## config.mk

```make
export PLATFORM = sky130hd
export DESIGN_NAME = gpio_wb_arbiter
export DESIGN_NICKNAME = d
export VERILOG_FILES = /design/src/rtl/gpio_arb_defines.sv /design/src/rtl/rr_priority_picker.sv /design/src/rtl/gpio_wb_arbiter.sv
export SDC_FILE = /design/constraint.sdc
export NUM_CORES = 1
export LEC_CHECK = 0
export CORE_UTILIZATION = 35
export DETAILED_ROUTE_END_ITERATION = 16
export GPL_TIMING_DRIVEN = 0
export PLACE_DENSITY_LB_ADDON = 0.05
export SETUP_SLACK_MARGIN = 0.3
export SLEW_MARGIN = 20
export SYNTH_ARGS = -nofsm -noshare
export SYNTH_HDL_FRONTEND = slang
export SYNTH_SLANG_ARGS = --single-unit
```

## constraint.sdc

```tcl
create_clock -name wb_clk_i -period 2.2 [get_ports wb_clk_i]
set_input_delay 0.22 -clock wb_clk_i [delete_from_list [all_inputs] [get_ports wb_clk_i]]
set_output_delay 0.22 -clock wb_clk_i [all_outputs]
set_load 0.02 [all_outputs]
```

## src/rtl/gpio_arb_defines.sv

```systemverilog
// Shared encodings for the GPIO Wishbone arbiter.
package gpio_arb_defines;

  typedef enum logic [1:0] {
    ST_IDLE  = 2'd0,
    ST_GRANT = 2'd1,
    ST_ABORT = 2'd2
  } arb_state_t;

  localparam int TCNT_W = 8;

endpackage

```

## src/rtl/rr_priority_picker.sv

```systemverilog
// Round-robin pick: first set request at or after ptr, wrapping, as a one-hot vector.
module rr_priority_picker #(
  parameter int N  = 2,
  parameter int PW = 1
) (
  input  logic [N-1:0]  req,
  input  logic [PW-1:0] ptr,
  output logic [N-1:0]  pick
);

  logic [2*N-1:0] dbl;
  logic [2*N-1:0] masked;
  logic [2*N-1:0] first;

  // Bits below ptr are masked in the low copy; the high copy supplies the wrap-around.
  always_comb begin
    dbl    = {req, req};
    masked = dbl & ({(2*N){1'b1}} << ptr);
    first  = masked & (~masked + {{(2*N-1){1'b0}}, 1'b1});
    pick   = first[N-1:0] | first[2*N-1:N];
  end

endmodule

```

## src/rtl/gpio_wb_arbiter.sv

```systemverilog
// Round-robin Wishbone classic arbiter sharing the GPIO slave between several masters,
// with a stall timeout that terminates the cycle with a bus error.
module gpio_wb_arbiter #(
  parameter int NUM_MASTERS = 2,
  parameter int AW          = 3,
  parameter int DW          = 8,
  parameter int TIMEOUT     = 255
) (
  input  logic                      wb_clk_i,
  input  logic                      wb_rst_i,
  input  logic [NUM_MASTERS-1:0]    m_cyc_i,
  input  logic [NUM_MASTERS-1:0]    m_stb_i,
  input  logic [NUM_MASTERS-1:0]    m_we_i,
  input  logic [NUM_MASTERS*AW-1:0] m_adr_i,
  input  logic [NUM_MASTERS*DW-1:0] m_dat_i,
  output logic [DW-1:0]             m_dat_o,
  output logic [NUM_MASTERS-1:0]    m_ack_o,
  output logic [NUM_MASTERS-1:0]    m_err_o,
  output logic                      s_cyc_o,
  output logic                      s_stb_o,
  output logic                      s_we_o,
  output logic [AW-1:0]             s_adr_o,
  output logic [DW-1:0]             s_dat_o,
  input  logic [DW-1:0]             s_dat_i,
  input  logic                      s_ack_i,
  output logic [NUM_MASTERS-1:0]    grant_o
);
  import gpio_arb_defines::*;

  // state    | meaning
  // ST_IDLE  | no owner; pick a requester next edge
  // ST_GRANT | granted master drives the slave until it drops CYC
  // ST_ABORT | timed out; slave isolated until owner drops CYC

  localparam int PW = (NUM_MASTERS > 1) ? $clog2(NUM_MASTERS) : 1;
  localparam logic [TCNT_W-1:0] TO_VAL = TCNT_W'(TIMEOUT);

  arb_state_t              state_q, state_d;
  logic [NUM_MASTERS-1:0]  grant_q, grant_d;
  logic [PW-1:0]           gidx_q, gidx_d;
  logic [PW-1:0]           ptr_q, ptr_d;
  logic [TCNT_W-1:0]       tcnt_q, tcnt_d;

  logic [NUM_MASTERS-1:0]  pick;
  logic [PW-1:0]           pick_idx;
  logic [PW-1:0]           ptr_next;
  logic                    in_grant;
  logic                    cyc_g, stb_g, we_g;
  logic [AW-1:0]           adr_g;
  logic [DW-1:0]           dat_g;
  logic                    timeout_hit;

  rr_priority_picker #(
    .N  (NUM_MASTERS),
    .PW (PW)
  ) u_picker (
    .req  (m_cyc_i),
    .ptr  (ptr_q),
    .pick (pick)
  );

  always_comb begin
    pick_idx = '0;
    adr_g    = '0;
    dat_g    = '0;
    for (int k = 0; k < NUM_MASTERS; k++) begin
      if (pick[k]) pick_idx = PW'(k);
      if (grant_q[k]) begin
        adr_g = adr_g | m_adr_i[k*AW +: AW];
        dat_g = dat_g | m_dat_i[k*DW +: DW];
      end
    end
  end

  assign cyc_g    = |(m_cyc_i & grant_q);
  assign stb_g    = |(m_stb_i & m_cyc_i & grant_q);
  assign we_g     = |(m_we_i & grant_q);
  assign in_grant = (state_q == ST_GRANT);
  assign ptr_next = (gidx_q == PW'(NUM_MASTERS - 1)) ? '0 : gidx_q + PW'(1);

  // An ACK on the threshold cycle still completes the beat normally.
  assign timeout_hit = in_grant && stb_g && !s_ack_i && (tcnt_q == TO_VAL);

  assign s_cyc_o = in_grant && cyc_g && !timeout_hit;
  assign s_stb_o = in_grant && stb_g && !timeout_hit;
  assign s_we_o  = in_grant && we_g;
  assign s_adr_o = in_grant ? adr_g : '0;
  assign s_dat_o = in_grant ? dat_g : '0;
  assign m_ack_o = in_grant ? (grant_q & {NUM_MASTERS{s_ack_i}}) : '0;
  assign m_err_o = timeout_hit ? grant_q : '0;
  assign m_dat_o = s_dat_i;
  assign grant_o = grant_q;

  always_comb begin
    state_d = state_q;
    grant_d = grant_q;
    gidx_d  = gidx_q;
    ptr_d   = ptr_q;
    tcnt_d  = '0;
    case (state_q)
      ST_IDLE: begin
        if (|m_cyc_i) begin
          grant_d = pick;
          gidx_d  = pick_idx;
          state_d = ST_GRANT;
        end
      end
      ST_GRANT: begin
        if (!cyc_g) begin
          state_d = ST_IDLE;
          grant_d = '0;
          ptr_d   = ptr_next;
        end else if (timeout_hit) begin
          state_d = ST_ABORT;
        end else if (stb_g && !s_ack_i) begin
          tcnt_d = tcnt_q + TCNT_W'(1);
        end
      end
      ST_ABORT: begin
        if (!cyc_g) begin
          state_d = ST_IDLE;
          grant_d = '0;
          ptr_d   = ptr_next;
        end
      end
      default: begin
        state_d = ST_IDLE;
        grant_d = '0;
      end
    endcase
  end

  always_ff @(posedge wb_clk_i) begin
    if (wb_rst_i) begin
      state_q <= ST_IDLE;
      grant_q <= '0;
      gidx_q  <= '0;
      ptr_q   <= '0;
      tcnt_q  <= '0;
    end else begin
      state_q <= state_d;
      grant_q <= grant_d;
      gidx_q  <= gidx_d;
      ptr_q   <= ptr_d;
      tcnt_q  <= tcnt_d;
    end
  end

endmodule

```

* Word-level counts from Yosys, hierarchy flattened *
Cells that the tools add are included.

storage, ports and cells
  register bits = 14
  bits in latches = 0
  bits in writable memories = 0
  bits in read-only memories = 0
  bits of input ports = 39
  logic and storage cells = 68
  memories kept = 0

cells by class
  add/sub/neg operators = 3
  multipliers = 0
  div/mod/pow operators = 0
  magnitude comparators = 0
  eq/ne operators = 7
  shift-type cells = 1
  multiplexer cells = 17
  bitwise gates (word level) = 14
  reductions and logical operators = 21

operators by type and width
  kind                                                                     count
  8-bit two-way mux                                                        3
  2-bit two-way mux                                                        7
  2-bit bitwise AND                                                        5
  2-bit OR reduction                                                       5
  3-bit two-way mux                                                        3
  8-bit by 1-bit adder with 8-bit output, second input constant            1
  4-bit bitwise AND                                                        2
  8-bit equality test, second input constant                               1
  1-bit logical AND                                                        8
  8-bit bitwise OR                                                         1
  2-bit inequality test, second input constant                             3
  2-bit case mux with 3 select lines                                       1
  2-bit AND reduction                                                      3
  5-bit OR reduction                                                       1
  4-bit by 1-bit adder with 4-bit output, second input constant            1
  4-bit inverter                                                           1
  2-bit case mux with 2 select lines                                       1
  4-bit by 1-bit << shifter with 4-bit output, first input constant        1
  3-bit by 2-bit inequality test with 1-bit output, second input constant  1
  1-bit inverter                                                           3
  3-bit bitwise OR                                                         1
  3-bit AND reduction                                                      1
  2-bit by 1-bit equality test with 1-bit output, second input constant    1
  2-bit equality test, second input constant                               1
  5 further kinds                                                          7

* Depth between registers and ports, before layout *
Gate-level depths: netlist of the first run.

  depth in word-level cells = 9
  depth in mapped cells = 6

* By module *
Synthesis of the first run repeated with hierarchy kept, for this count alone.

second synthesis, totals
  cells, all modules = 123
  area, all modules = 1047.3 um2

by module, submodules not included
  module              times used  cells each  area each (um2)
  gpio_wb_arbiter     1           120         1028.5
  rr_priority_picker  1           3           18.8

* Least setup slack after synthesis of the first run *
OpenSTA, ideal clock, no wires.

  path kind = register to output
  from = register tcnt_q[0]
  to = output port m_err_o[0]
  arrival time = 1.408 ns
  slack = 0.572 ns
  cell stages (with the launch flop) = 6
  path buffers = 0
  cell sequence = dfxtp_1 > ha_1 > and3_4 > and2_4 > nor3b_1 > and2_1

on the way
  word-level cells in the longest chain between the ends = 3

RTL lines
  item                      line                    text
  start: declaration        gpio_wb_arbiter.sv:42   logic [TCNT_W-1:0] tcnt_q, tcnt_d;
  start signal: assignment  gpio_wb_arbiter.sv:145  tcnt_q <= tcnt_d;
  8-bit equality test       gpio_wb_arbiter.sv:82   assign timeout_hit = in_grant && stb_g && !s_ack_i && (tcnt_q == TO_VAL);
  1-bit logical AND         gpio_wb_arbiter.sv:82
  2-bit two-way mux         gpio_wb_arbiter.sv:90   assign m_err_o = timeout_hit ? grant_q : '0;
  end: declaration          gpio_wb_arbiter.sv:18   output logic [NUM_MASTERS-1:0] m_err_o,

No other way between the ends.

* Worst setup path after layout of the first run *
Ends and elaborated chain as after synthesis.

==> reports/metrics.cfg, run 1 <==
[timing]
grt_setup_unrepaired = true
tightest_slew_ns = 0.279
finalClockSkew_ns = 0.00371
finalSetupViolations = 0
hold_viol = 0
period_share = 0.820
max_freq_mhz = 554
slew_violations = 0
hold_ws_ns = 0.221
period_needed_ns = 1.80
slew_headroom = 0.814

[clocking]
cts_sinks = 14
htreeDepth = 1
clk_pin_slew_ns = 0.08
ctsHoldBuffers = 0
root_buffer = clkbuf_4
cts_tree = built
clock_path_buffers = 2
numCtsBuffers = 3
clk_latency_ns = 0.28

[die]
die_area_sq_um = 3090
die_h_um = 55.5
io-pin-count = 67
core-area_sq_um = 2730
initial_core_util = 0.367
die_w_um = 55.5
std_cell_rows = 19

[detailed_routing]
num_vias = 1097
vias_per_cell = 5.10
drt_pass1_iterations = 6
drc_errors = 0
drtAntennaViolNets = 0
initialDrtViolationCount = 42
detail_route.wl_per_cell_um = 14.6
drt-total-wl_um = 3140

[worst_hold_path]
worstHoldPathCells = 2
hp-class = primary input to register

[synthesis]
yosys_warnings = 0
synth_edf_count = 0
syn_inst = 121
yosys-top-cells-area = dfxtp_1, a22oi_1, buf_4, nor2b_1, ha_1
ys_seq_area_frac = 0.279
syn_area_sq_um = 1000
synth_top_area_frac = 0.279
synth-async-reset-ratio = 0
syn_avg_cell_area_sq_um = 8.29
synthFlopType = dfxtp_1
yosysUniqueCellTypes = 36
ys_seq_elements = 14
synth_nets = 164
synth.largest_area_cell = dfxtp_1

[placed_design]
hpwl_um = 2490
port_buffers = 57
gp_congestion = 0.803

[flow_run]
drv_cap = 0

[setup_path]
critPathCaptureType = output pin
ff2ff_path_depth = 6
path_class = register to output pin
startpoint_type = register
max_stage_delay_ns = 0.38
cp.required_ns = 1.98
slowest_stage = dfxtp_4
crit_arrival_ns = 1.58
worst-path-buf-inv = 1
cp.depth = 6
cp_top_family = simple AND/OR/NAND/NOR gates
cp_cell_sequence = ha_4, and3_4, and2_4, nor3b_4, and2_1, buf_4
r2r_slack_ns = 0.60
worst-path-max-fanout = 4

[grt]
track_usage = 0.197
antenna_found_initial = 0
grt_pass1_wl_um = 4840
grt_pass1_vias = 1069
overflow = 0
grt_max_degree = 11

[layout]
syn2layout_area_growth_pct = 64.1
final_cell_mix = clkdlybuf4s50_1, clkbuf_2, buf_4
layout_commonest_cell = clkdlybuf4s50_1
n_antenna_cell = 0
fin_nets = 229
fin_util = 0.602
drive_gt1_frac = 0.266

[outcome]
status = finished clean

[power]
ir_worst_vdd_v = 0.000438
power_leakage_nw = 0.696
power.density_nw_per_um2 = 402

==> Yosys cell counts, types with 2 or more instances <==
cell type,number
nand3_1,3
nand2_1,5
inv_1,5
buf_4,10
xor2_1,5
ha_1,4
and3_1,4
and2_1,2
a22oi_1,13
a21oi_1,5
nand2b_1,2
nor2b_1,12
mux2i_1,2
a21o_1,2
nor2_1,10
dfxtp_1,14
clkbuf_1,3
nor3b_1,2
==> cell type report <==
type | count | area, sq um
clock buffer | 3 | 22.5
timing repair buffer | 60 | 524
fill | 254 | 1090
sequential | 14 | 289
tap | 31 | 38.8
multi-input combinational | 87 | 647
inverter | 5 | 18.8
buffer | 15 | 106
==> path summary, 6_finish.rpt <==
| kind | from | to |
|---|---|---|
| worst max-delay path | tcnt_q[0] | m_err_o[0] |
| worst max register to register | tcnt_q[0] | tcnt_q[7] |
| worst min register to register | tcnt_q[0] | tcnt_q[0] |
| worst min-delay path | wb_rst_i | grant_o[1] |
==> power breakdown <==
group / leakage, nW / internal, mW / switching [mW] / total (mW)
Clock: 0.0138 / 0.0635 / 0.0809 / 0.144
Combinational: 0.566 / 0.133 / 0.117 / 0.249
Sequential: 0.116 / 0.261 / 0.00736 / 0.269
==> repair_timing <==
item                       CTS  global route
setup buffers                0             3
resized for setup           38            33
gates cloned                 0             0
pin swaps                    0             3
setup endpoints to repair   18            14
==> sequential cells by signal, indices dropped and copies added, names as in the netlist <==
signal / flops
gidx_q: 1
grant_o: 2
ptr_q: 1
state_q: 2
tcnt_q: 8
==> kinds of logic (layout without fill, tap and decap cells) <==
| kind of cell | Yosys count | after routing | share of synthesized area |
|---|---|---|---|
| buffers and inverters | 20 | 83 | 0.121 |
| AND/OR/NAND/NOR | 48 | 48 | 0.282 |
| flip-flops | 14 | 14 | 0.279 |
| AO/OA/AOI/OAI | 27 | 27 | 0.196 |
| XOR/XNOR | 6 | 6 | 0.0524 |
| multiplexers | 2 | 2 | 0.0200 |
| adder cells (fa/ha/maj) | 4 | 4 | 0.0499 |
==> layer usage <==
metal | global-route usage | share of wire
met5 | 0 | 0
met4 | 0.0643 | 0.0099
met3 | 0.0351 | 0.074
met2 | 0.308 | 0.44
met1 | 0.273 | 0.47
==> per-stage QoR <==
step | setup slack [ns] | TNS [ns] | total power [mW] | area (sq um) | cells
2_1_floorplan | 0.572 | 0 | 0.409 | 1000 | 121
3_5_place_dp | -0.228 | -0.540 | 0.532 | 1610 | 209
4_1_cts | 0.186 | 0 | 0.666 | 1640 | 212
3_3_place_gp | -0.214 | -0.493 | 0.526 | 1610 | 209
6_report | 0.395 | 0 | 0.663 | 1650 | 215
5_1_grt | 0.280 | 0 | 0.688 | 1650 | 215
==> worst reg2reg max path, stage by stage (launching register included) <==
cell	delay, ns
dfxtp_4	0.37
ha_4	0.16
and3_4	0.14
and2_4	0.16
or4_4	0.47
buf_6	0.15
nor2_1	0.10
Power figures use the tool's default switching activity.
==> inputs of run 2 (changes only) <==
==> constraint.sdc (replaced) <==
create_clock -name wb_clk_i -period 1.71 [get_ports wb_clk_i]
set_input_delay 0.171 -clock wb_clk_i [delete_from_list [all_inputs] [get_ports wb_clk_i]]
set_output_delay 0.171 -clock wb_clk_i [all_outputs]
set_load 0.02 [all_outputs]
==> reports/metrics.cfg, run 2 (same netlist as run 1, synthesis figures left out) <==
[power]
p_seq_frac = 0.306
p_clk_frac = 0.217
p_sw_uw = 351
intPower_uw = 791
ir_worst_vdd_v = 0.000774
power_leakage_nw = 0.932
swShare = 0.307
power.density_nw_per_um2 = 500
power_frac_comb = 0.477
total_power_mw = 1.14

[timing]
period_needed_ns = 1.81
finalWorstSetupSlack_ns = -0.0959
slew_headroom = 0.760
hold_ws_ns = 0.149
grt_setup_unrepaired = true
max_freq_mhz = 554
finalSetupViolations = 11
period_share = 1.06
tns_ns = -0.759
finalClockSkew_ns = 0.0126
slew_violations = 0
hold_viol = 0
tightest_slew_ns = 0.359

[flow_run]
drv_cap = 0

[clocking]
numCtsBuffers = 3
clk_latency_ns = 0.29
cts_tree = built
clk_pin_slew_ns = 0.10
htreeDepth = 1
clock_path_buffers = 2
root_buffer = clkbuf_4
cts_sinks = 14
ctsHoldBuffers = 0

[layout]
regMostFlops = tcnt_q
drive_gt1_frac = 0.586
nFillCells = 144
n_antenna_cell = 0
final_area_sq_um = 2280
final_cell_mix = clkdlybuf4s50_1, buf_6, buf_4
layout_commonest_cell = clkdlybuf4s50_1
final_cells = 241
largest_reg_flops = 8
syn2layout_area_growth_pct = 128
fin_nets = 254

[setup_path]
max_stage_delay_ns = 0.49
r2r_slack_ns = -0.1
ff2ff_path_depth = 8
cp_cell_sequence = ha_4, and3_4, and2_4, buf_4, buf_6, or4_4, buf_12, nor2_4
r2r_start = tcnt_q[1]
slowest_stage = or4_4
cp.required_ns = 1.93
worst-path-max-fanout = 7
worst-path-buf-inv = 3
crit_end = tcnt_q[0]
crit_start = tcnt_q[1]
cp.depth = 8
startpoint_type = register
r2r-end = tcnt_q[0]
path_class = register to register
crit_arrival_ns = 2.03
critPathCaptureType = register
cp_top_family = simple AND/OR/NAND/NOR gates

[detailed_routing]
drt-total-wl_um = 4100
drt_pass1_iterations = 4
initialDrtViolationCount = 42
detail_route.wl_per_cell_um = 17.0
vias_per_cell = 5.10
drtAntennaViolNets = 0
num_vias = 1228
drc_errors = 0

[grt]
grtUsageMet1 = 0.289
track_usage = 0.232
grt_pass1_vias = 1187
use_met2 = 0.398
antenna_found_initial = 0
grt_max_degree = 11
overflow = 0
grtUsageMet3 = 0.0351
busiest_layer = met2
grt_pass1_wl_um = 5580

[die]
std_cell_rows = 19
io-pin-count = 67
die_area_sq_um = 3090
core-area_sq_um = 2730
die_h_um = 55.5
initial_core_util = 0.367
die_w_um = 55.5

[outcome]
failed_checks = negative setup slack
status = finished with violations

[placed_design]
post_dp_cell_area_sq_um = 1660
port_buffers = 57
placed_cells = 209
hpwl_um = 2370
gp_congestion = 0.787

[worst_hold_path]
hp-class = primary input to register

run 2: cell types whose count changed in the layout (fill, tap and decap cells not counted), moves of 8 or more:
cell      previous run  this run
buf_6                2        28
buf_4               14        28
clkbuf_2            15         1
nor2b_1             12         0
nor2b_4              0        12
a22oi_1             13         3
a22oi_2              0        10
nor2_1              10         2
run 2: how the worst min path moves through the flow:
stage              from    endpoint  slack (ns)  cells after the start
6_report       wb_rst_i  state_q[1]        0.15                      2
5_1_grt        wb_rst_i  state_q[1]        0.17                      2
4_1_cts        wb_rst_i  state_q[1]        0.15                      2
3_5_place_dp     gidx_q       ptr_q        0.45                      1
3_3_place_gp     gidx_q       ptr_q        0.44                      1
2_1_floorplan   s_ack_i   tcnt_q[6]        0.25                      1
run 2: final cells by class:
| class | instances | area [sq um] | area share |
|---|---|---|---|
| flip-flops and latches | 14 | 297 | 0.130 |
| multi-input cells | 87 | 887 | 0.388 |
| repair buffers | 85 | 835 | 0.365 |
| well taps | 31 | 38.8 | 0.0170 |
| clock buffers | 4 | 36.3 | 0.0159 |
| plain buffers | 15 | 171 | 0.0751 |
| inverters | 5 | 18.8 | 0.00822 |
run 2: power groups by stage:
stage	sequential, mW	clock [mW]	combinational, mW
final	0.349	0.248	0.545
after global routing	0.351	0.267	0.567
after CTS	0.349	0.248	0.461
after detailed placement	0.356	0	0.335
after global placement	0.355	0	0.330
after floorplan	0.360	0	0.175
run 2: through the flow:
step,worst slack (ns),util
6_report,-0.0959,0.835
5_1_grt,-0.162,0.835
4_1_cts,-0.0302,0.740
3_5_place_dp,-0.624,0.607
3_3_place_gp,-0.589,0.607
2_1_floorplan,0.195,-
run 2: what timing repair did:
| action | 4_1_cts | 5_1_grt |
|---|---|---|
| buffers inserted | 13 | 13 |
| gates cloned | 1 | 1 |
| setup endpoints to repair | 27 | 28 |
| pin swaps | 8 | 9 |
| gates resized for setup | 156 | 40 |
run 2: layer usage:
| metal | vias up | share of wire |
|---|---|---|
| met5 | - | 0 |
| met4 | 0 | 0.019 |
| met3 | 8 | 0.047 |
| met2 | 53 | 0.51 |
| met1 | 574 | 0.42 |
| li1 | 593 | - |
